`src/rtl/i2c_gpio_expander.sv`:
```
// i2c_gpio_expander: I2C slave exposing NUM_PORTS 8-bit GPIO ports through four register banks
// addressed by an 8-bit command pointer {bank[1:0], port[2:0]}:
//   bank 0 input (read-only, polarity applied), bank 1 output, bank 2 polarity, bank 3 config.
// Ports:
//   clk, rst          system clock (>= 8x SCL), asynchronous active-high reset
//   scl, sda_i        I2C bus inputs, asynchronous to clk
//   sda_o, sda_o_en   open-drain SDA drive (sda_o is always 0, sda_o_en=1 pulls low)
//   addr_sel          low address bits, device address = ADDR_BASE | addr_sel
//   io_port_i         pin levels, byte p = port p
//   io_port_o         output register contents
//   io_port_o_en      pin drive enables (inverse of config)
//   int_n             active-low input-change interrupt
module i2c_gpio_expander #(
  parameter int unsigned NUM_PORTS  = 2,
  parameter logic [6:0]  ADDR_BASE  = 7'b1110100,
  parameter int unsigned ADDR_SEL_W = 2
) (
  input  logic                                          clk,
  input  logic                                          rst,
  input  logic                                          scl,
  input  logic                                          sda_i,
  output logic                                          sda_o,
  output logic                                          sda_o_en,
  input  logic [(ADDR_SEL_W > 0 ? ADDR_SEL_W : 1)-1:0]  addr_sel,
  input  logic [8*NUM_PORTS-1:0]                        io_port_i,
  output logic [8*NUM_PORTS-1:0]                        io_port_o,
  output logic [8*NUM_PORTS-1:0]                        io_port_o_en,
  output logic                                          int_n
);

  localparam logic [2:0] LAST_PORT = 3'(NUM_PORTS - 1);
  // Masks off the unused addr_sel bit when ADDR_SEL_W is 0.
  localparam logic [6:0] SEL_MASK  = 7'((32'd1 << ADDR_SEL_W) - 32'd1);

  typedef enum logic [3:0] {
    IDLE, ADDR, ADDR_ACK, CMD, CMD_ACK, WDATA, WDATA_ACK, RDATA, RDATA_ACK
  } state_t;

  state_t     state;
  logic       scl_m, scl_s, scl_p, sda_m, sda_s, sda_p;
  logic       scl_rise, scl_fall, start_det, stop_det;
  logic [8*NUM_PORTS-1:0] io_m, io_s;
  logic [7:0] out_reg  [NUM_PORTS];
  logic [7:0] pol_reg  [NUM_PORTS];
  logic [7:0] cfg_reg  [NUM_PORTS];
  logic [7:0] snap     [NUM_PORTS];
  logic [7:0] shreg, tx, ptr, ptr_inc, rd_byte;
  logic [4:0] ld_ptr;
  logic [3:0] bit_cnt;
  logic [6:0] dev_addr;
  logic       rw, mack, snap_init, irq, load_rd;

  assign sda_o = 1'b0;

  // Bus synchronizers; the third stage (_p) is the previous synchronized value for edges.
  always_ff @(posedge clk or posedge rst) begin
    if (rst) begin
      {scl_m, scl_s, scl_p, sda_m, sda_s, sda_p} <= 6'b111111;
    end else begin
      {scl_m, scl_s, scl_p} <= {scl, scl_m, scl_s};
      {sda_m, sda_s, sda_p} <= {sda_i, sda_m, sda_s};
    end
  end

  // Pin synchronizer for the interrupt comparator; fills while clk runs during reset.
  always_ff @(posedge clk) begin
    io_m <= io_port_i;
    io_s <= io_m;
  end

  assign scl_rise  = scl_s & ~scl_p;
  assign scl_fall  = ~scl_s & scl_p;
  assign start_det = scl_s & scl_p & sda_p & ~sda_s;
  assign stop_det  = scl_s & scl_p & ~sda_p & sda_s;
  assign dev_addr  = ADDR_BASE | (7'(addr_sel) & SEL_MASK);
  assign load_rd   = (state == ADDR_ACK && rw) || (state == RDATA_ACK && mack);

  always_comb begin
    ptr_inc      = ptr;
    ptr_inc[2:0] = (ptr[2:0] >= LAST_PORT) ? 3'd0 : ptr[2:0] + 3'd1;
    // After a master ACK the next byte comes from the incremented pointer.
    ld_ptr       = (state == RDATA_ACK) ? ptr_inc[4:0] : ptr[4:0];
    rd_byte      = 8'h00;
    irq          = 1'b0;
    io_port_o    = '0;
    io_port_o_en = '0;
    for (int p = 0; p < int'(NUM_PORTS); p++) begin
      if (ld_ptr[2:0] == 3'(p)) begin
        case (ld_ptr[4:3])
          2'd0:    rd_byte = io_port_i[8*p +: 8] ^ pol_reg[p];
          2'd1:    rd_byte = out_reg[p];
          2'd2:    rd_byte = pol_reg[p];
          default: rd_byte = cfg_reg[p];
        endcase
      end
      irq = irq | (|((io_s[8*p +: 8] ^ snap[p]) & cfg_reg[p]));
      io_port_o[8*p +: 8]    = out_reg[p];
      io_port_o_en[8*p +: 8] = ~cfg_reg[p];
    end
  end

  always_ff @(posedge clk or posedge rst) begin
    if (rst) begin
      state     <= IDLE;
      sda_o_en  <= 1'b0;
      ptr       <= 8'h00;
      shreg     <= 8'h00;
      tx        <= 8'h00;
      bit_cnt   <= 4'd0;
      rw        <= 1'b0;
      mack      <= 1'b0;
      snap_init <= 1'b1;
      int_n     <= 1'b1;
      for (int p = 0; p < int'(NUM_PORTS); p++) begin
        out_reg[p] <= 8'hFF;
        pol_reg[p] <= 8'h00;
        cfg_reg[p] <= 8'hFF;
        snap[p]    <= 8'h00;
      end
    end else begin
      if (snap_init) begin
        for (int p = 0; p < int'(NUM_PORTS); p++) snap[p] <= io_port_i[8*p +: 8];
      end
      snap_init <= 1'b0;
      int_n     <= snap_init | ~irq;

      if (start_det) begin
        state    <= ADDR;
        bit_cnt  <= 4'd0;
        sda_o_en <= 1'b0;
      end else if (stop_det) begin
        state    <= IDLE;
        sda_o_en <= 1'b0;
      end else begin
        if (scl_rise) begin
          shreg   <= {shreg[6:0], sda_s};
          bit_cnt <= bit_cnt + 4'd1;
          if (state == RDATA_ACK) mack <= ~sda_s;
        end
        // All SDA drive changes happen here, just after SCL has gone low.
        if (scl_fall) begin
          case (state)
            ADDR: begin
              if (bit_cnt == 4'd8) begin
                if (shreg[7:1] == dev_addr) begin
                  state    <= ADDR_ACK;
                  rw       <= shreg[0];
                  sda_o_en <= 1'b1;
                end else begin
                  state <= IDLE;
                end
              end
            end
            ADDR_ACK: begin
              sda_o_en <= 1'b0;
              bit_cnt  <= 4'd0;
              state    <= rw ? RDATA : CMD;
            end
            CMD: begin
              if (bit_cnt == 4'd8) begin
                ptr      <= shreg;
                state    <= CMD_ACK;
                sda_o_en <= 1'b1;
              end
            end
            CMD_ACK: begin
              sda_o_en <= 1'b0;
              bit_cnt  <= 4'd0;
              state    <= WDATA;
            end
            WDATA: begin
              if (bit_cnt == 4'd8) begin
                tx       <= shreg;  // shreg keeps shifting during the ACK bit
                state    <= WDATA_ACK;
                sda_o_en <= 1'b1;
              end
            end
            WDATA_ACK: begin
              sda_o_en <= 1'b0;
              bit_cnt  <= 4'd0;
              state    <= WDATA;
              ptr      <= ptr_inc;
              for (int p = 0; p < int'(NUM_PORTS); p++) begin
                if (ptr[2:0] == 3'(p)) begin
                  case (ptr[4:3])
                    2'd1:    out_reg[p] <= tx;
                    2'd2:    pol_reg[p] <= tx;
                    2'd3:    cfg_reg[p] <= tx;
                    default: ;
                  endcase
                end
              end
            end
            RDATA: begin
              if (bit_cnt == 4'd8) begin
                sda_o_en <= 1'b0;
                state    <= RDATA_ACK;
              end else begin
                tx       <= {tx[6:0], tx[7]};
                sda_o_en <= ~tx[6];
              end
            end
            RDATA_ACK: begin
              sda_o_en <= 1'b0;
              if (mack) begin
                ptr     <= ptr_inc;
                bit_cnt <= 4'd0;
                state   <= RDATA;
              end else begin
                state <= IDLE;
              end
            end
            default: ;
          endcase
          // Loading a byte for transmit overrides the release above and drives its MSB.
          if (load_rd) begin
            tx       <= rd_byte;
            sda_o_en <= ~rd_byte[7];
            for (int p = 0; p < int'(NUM_PORTS); p++) begin
              if (ld_ptr[4:3] == 2'd0 && ld_ptr[2:0] == 3'(p)) snap[p] <= io_port_i[8*p +: 8];
            end
          end
        end
      end
    end
  end

endmodule

```
`config.mk`:
```
export PLATFORM = sky130hd
export DESIGN_NAME = i2c_gpio_expander
export DESIGN_NICKNAME = d
export VERILOG_FILES = /design/src/rtl/i2c_gpio_expander.sv
export SDC_FILE = /design/constraint.sdc
export NUM_CORES = 1
export LEC_CHECK = 0
export ABC_AREA = 1
export CORE_ASPECT_RATIO = 0.6
export CORE_MARGIN = 3
export CORE_UTILIZATION = 47
export CTS_CLUSTER_DIAMETER = 50
export CTS_CLUSTER_SIZE = 30
export DETAILED_ROUTE_END_ITERATION = 7
export PLACE_DENSITY = 0.79
export SLEW_MARGIN = 20
export SYNTH_ARGS = -nofsm -noshare
export SYNTH_HDL_FRONTEND = slang
export SYNTH_SLANG_ARGS = --single-unit
export TNS_END_PERCENT = 30
```
`constraint.sdc`:
```
create_clock -name clk -period 3.3 [get_ports clk]
set_input_delay 0.66 -clock clk [delete_from_list [all_inputs] [get_ports clk]]
set_output_delay 0.66 -clock clk [all_outputs]
set_load 0.01 [all_outputs]
```
==> results.py <==
metrics = {
    "outcome": {
        "status": "finished, violations left",
        "violations": "design-rule violations",
    },
    "synth": {
        "synth_top_cell_area_share_pct": 24.8,
        "syn_area_per_cell_sq_um": 8.03,
        "synthFlopType": "dfrtp_1",
        "yosys_warnings": 0,
        "ys_seq_elements": 136,
        "synth.cell_area_sq_mm": 0.00645,
        "synthArstFlopShare_pct": 76.5,
        "synth_area_leader_cell": "dfrtp_1",
        "syn_inst": 804,
        "ys_top_cells_by_area": "dfrtp_1, dfstp_2, nand2_1",
        "synth-edff-count": 0,
        "yosysSeqAreaShare_pct": 51.0,
        "synthTopCellsByCount": "nand2_1, o21ai_0, inv_1, dfrtp_1, nand3_1",
        "synth.distinct_cells": 43,
        "yosysMostFrequentCell": "nand2_1",
    },
    "layout": {
        "final_nets": 891,
        "drive_above_1_share_pct": 13.2,
        "area_growth_pct": 20.5,
        "instances_no_fill": 1047,
        "diodes": 0,
    },
    "timing": {
        "hold-worst-slack_ns": 0.320,
        "hold_viol": 0,
        "skew_ns": 0.00984,
        "maxSlewViolCount": 0,
        "fmax_ghz": 0.450,
        "slew_headroom_pct": 51.4,
        "rsz0062_at_grt": "no",
        "finalSetupViolCount": 0,
        "fin_tns_setup_ns": 0,
        "worst_pin_slew_ns": 0.727,
        "finalCritPeriodShare_pct": 67.3,
        "fin_crit_ns": 2.22,
    },
    "die": {
        "die_width_um": 157,
        "die_area_sq_mm": 0.0152,
        "rows": 32,
        "chipHeight_um": 96.8,
        "start_util_pct": 49.2,
        "fp.coreArea_sq_mm": 0.0131,
        "pin_count": 57,
    },
    "clocking": {
        "clock-sinks": 136,
        "clk_latency_ns": 0.42,
        "hold_buffers": 0,
        "numCtsBuffers": 17,
        "post-cts-setup-buffers": 0,
        "cts-root-buf": "clkbuf_16",
        "clockBufferDepth": 2,
        "tritoncts": "done",
        "post_cts_resize_count": 0,
        "htree_levels": 4,
        "clk_pin_slew_ns": 0.06,
    },
    "grt": {
        "grt_util_all_layers_pct": 23.3,
        "grt-ovfl-total": 0,
        "grt_max_degree": 38,
        "grt_pass1_wl_um": 27900,
        "grt_pass1_vias": 5373,
        "antenna_found_initial": 0,
    },
    "detailed_routing": {
        "drt_pass1_iterations": 8,
        "wirelength_um": 17300,
        "dr.first_iter.drc_count": 675,
        "antenna_left": 0,
        "remaining_drc_errors": 1,
        "routedWlPerCell_um": 16.5,
        "viasPerCell": 5.45,
        "vias": 5710,
    },
    "worst_setup_path": {
        "end_kind": "register",
        "required_ns": 3.61,
        "ff2ff_setup_slack_ns": 1.08,
        "start_kind": "register",
        "path_class": "register to register",
        "cp.arrival_ns": 2.53,
        "cp_max_fo": 19,
    },
    "power_and_ir_drop": {
        "power.total_w": 0.00506,
        "power.density_mw_per_mm2": 651,
        "vdd_drop_max_mv": 0.424,
        "power_leakage_nw": 3.40,
    },
    "placement": {
        "port_buffers": 55,
        "dp_hpwl_um": 12500,
        "place_congestion": 1.04,
        "dpl.cell_count": 1015,
    },
    "min_path": {
        "hold_class": "register to register",
    },
    "run": {
        "cap_violations": 0,
    },
}
## final cells by class
class                   instances  area [sq um]
fillers                      1109          5360
repair buffers                 60           601
clock buffers                  21           493
inverters                      84           322
multi-input cells             565          2700
clock inverters                11           158
well taps                     170           213
flip-flops and latches        136          3290
## cells in the final DEF (no fill, tap or decap), types with 4 or more instances in the layout
master           instances
dfxtp_1                 32
o21ai_0                 79
nand4_1                 16
inv_1                   77
clkdlybuf4s50_1         55
o21ai_2                  4
ha_1                     5
nand2_1                250
o21ai_1                 17
clkbuf_16               19
or2_2                   12
nand2_2                  4
dfstp_2                 40
buf_4                    4
dfrtp_1                 64
inv_2                    4
nor2_1                  44
nand3_1                 64
a211oi_1                 7
a21oi_1                 19
## where the power goes
part           total, W  internal, W  switching (W)
Combinational   0.00101     0.000296       0.000714
Clock           0.00207      0.00131       0.000755
Sequential      0.00199      0.00183       0.000152
## cells by family after synthesis
| family | synth area share (%) |
|---|---|
| compound gates | 12.2 |
| other cells | 0.0581 |
| flops | 51.0 |
| simple gates | 27.7 |
| xor+xnor | 0.814 |
| fa+ha+maj | 0.969 |
| buf+inv | 7.23 |
## worst max-delay path, stage by stage (launching register included)
cell and delay (ns):
dfrtp_1 0.43, ha_1 0.25, nor2_1 0.19, nand3_1 0.16, nand3_1 0.13, nand2_2 0.22
nand3_2 0.35, nand2_1 0.21, nand2_1 0.11, nand2_1 0.06
## per-layer routing
layer | vias up | GRT usage (%) | routed length [um]
met5 | - | 0 | 0
met4 | 0 | 5.53 | 183
met3 | 24 | 9.61 | 2060
met2 | 257 | 30.7 | 6810
met1 | 2692 | 35.3 | 8240
li1 | 2737 | - | -
## final timing paths
path | from | end | cells after the start
worst min-delay path | io_m[8] | io_s[8] | 0
worst min register to register | io_m[8] | io_s[8] | 0
worst max-delay path | ptr[0] | snap[12] | 9
worst max register to register | ptr[0] | snap[12] | 9
max in group asynchronous | rst | io_port_o[2] | 3
min in group asynchronous | rst | snap[9] | 2
## per-stage QoR
step	utilization (%)	area [sq um]	worst slack (ns)
after detailed placement	54.3	7130	1.08
after CTS	59.2	7780	1.10
final	59.2	7780	1.08
after global placement	54.3	7130	1.14
after floorplan	-	6460	1.43
after global routing	59.2	7780	0.900
(Power assumes the default switching activity.)
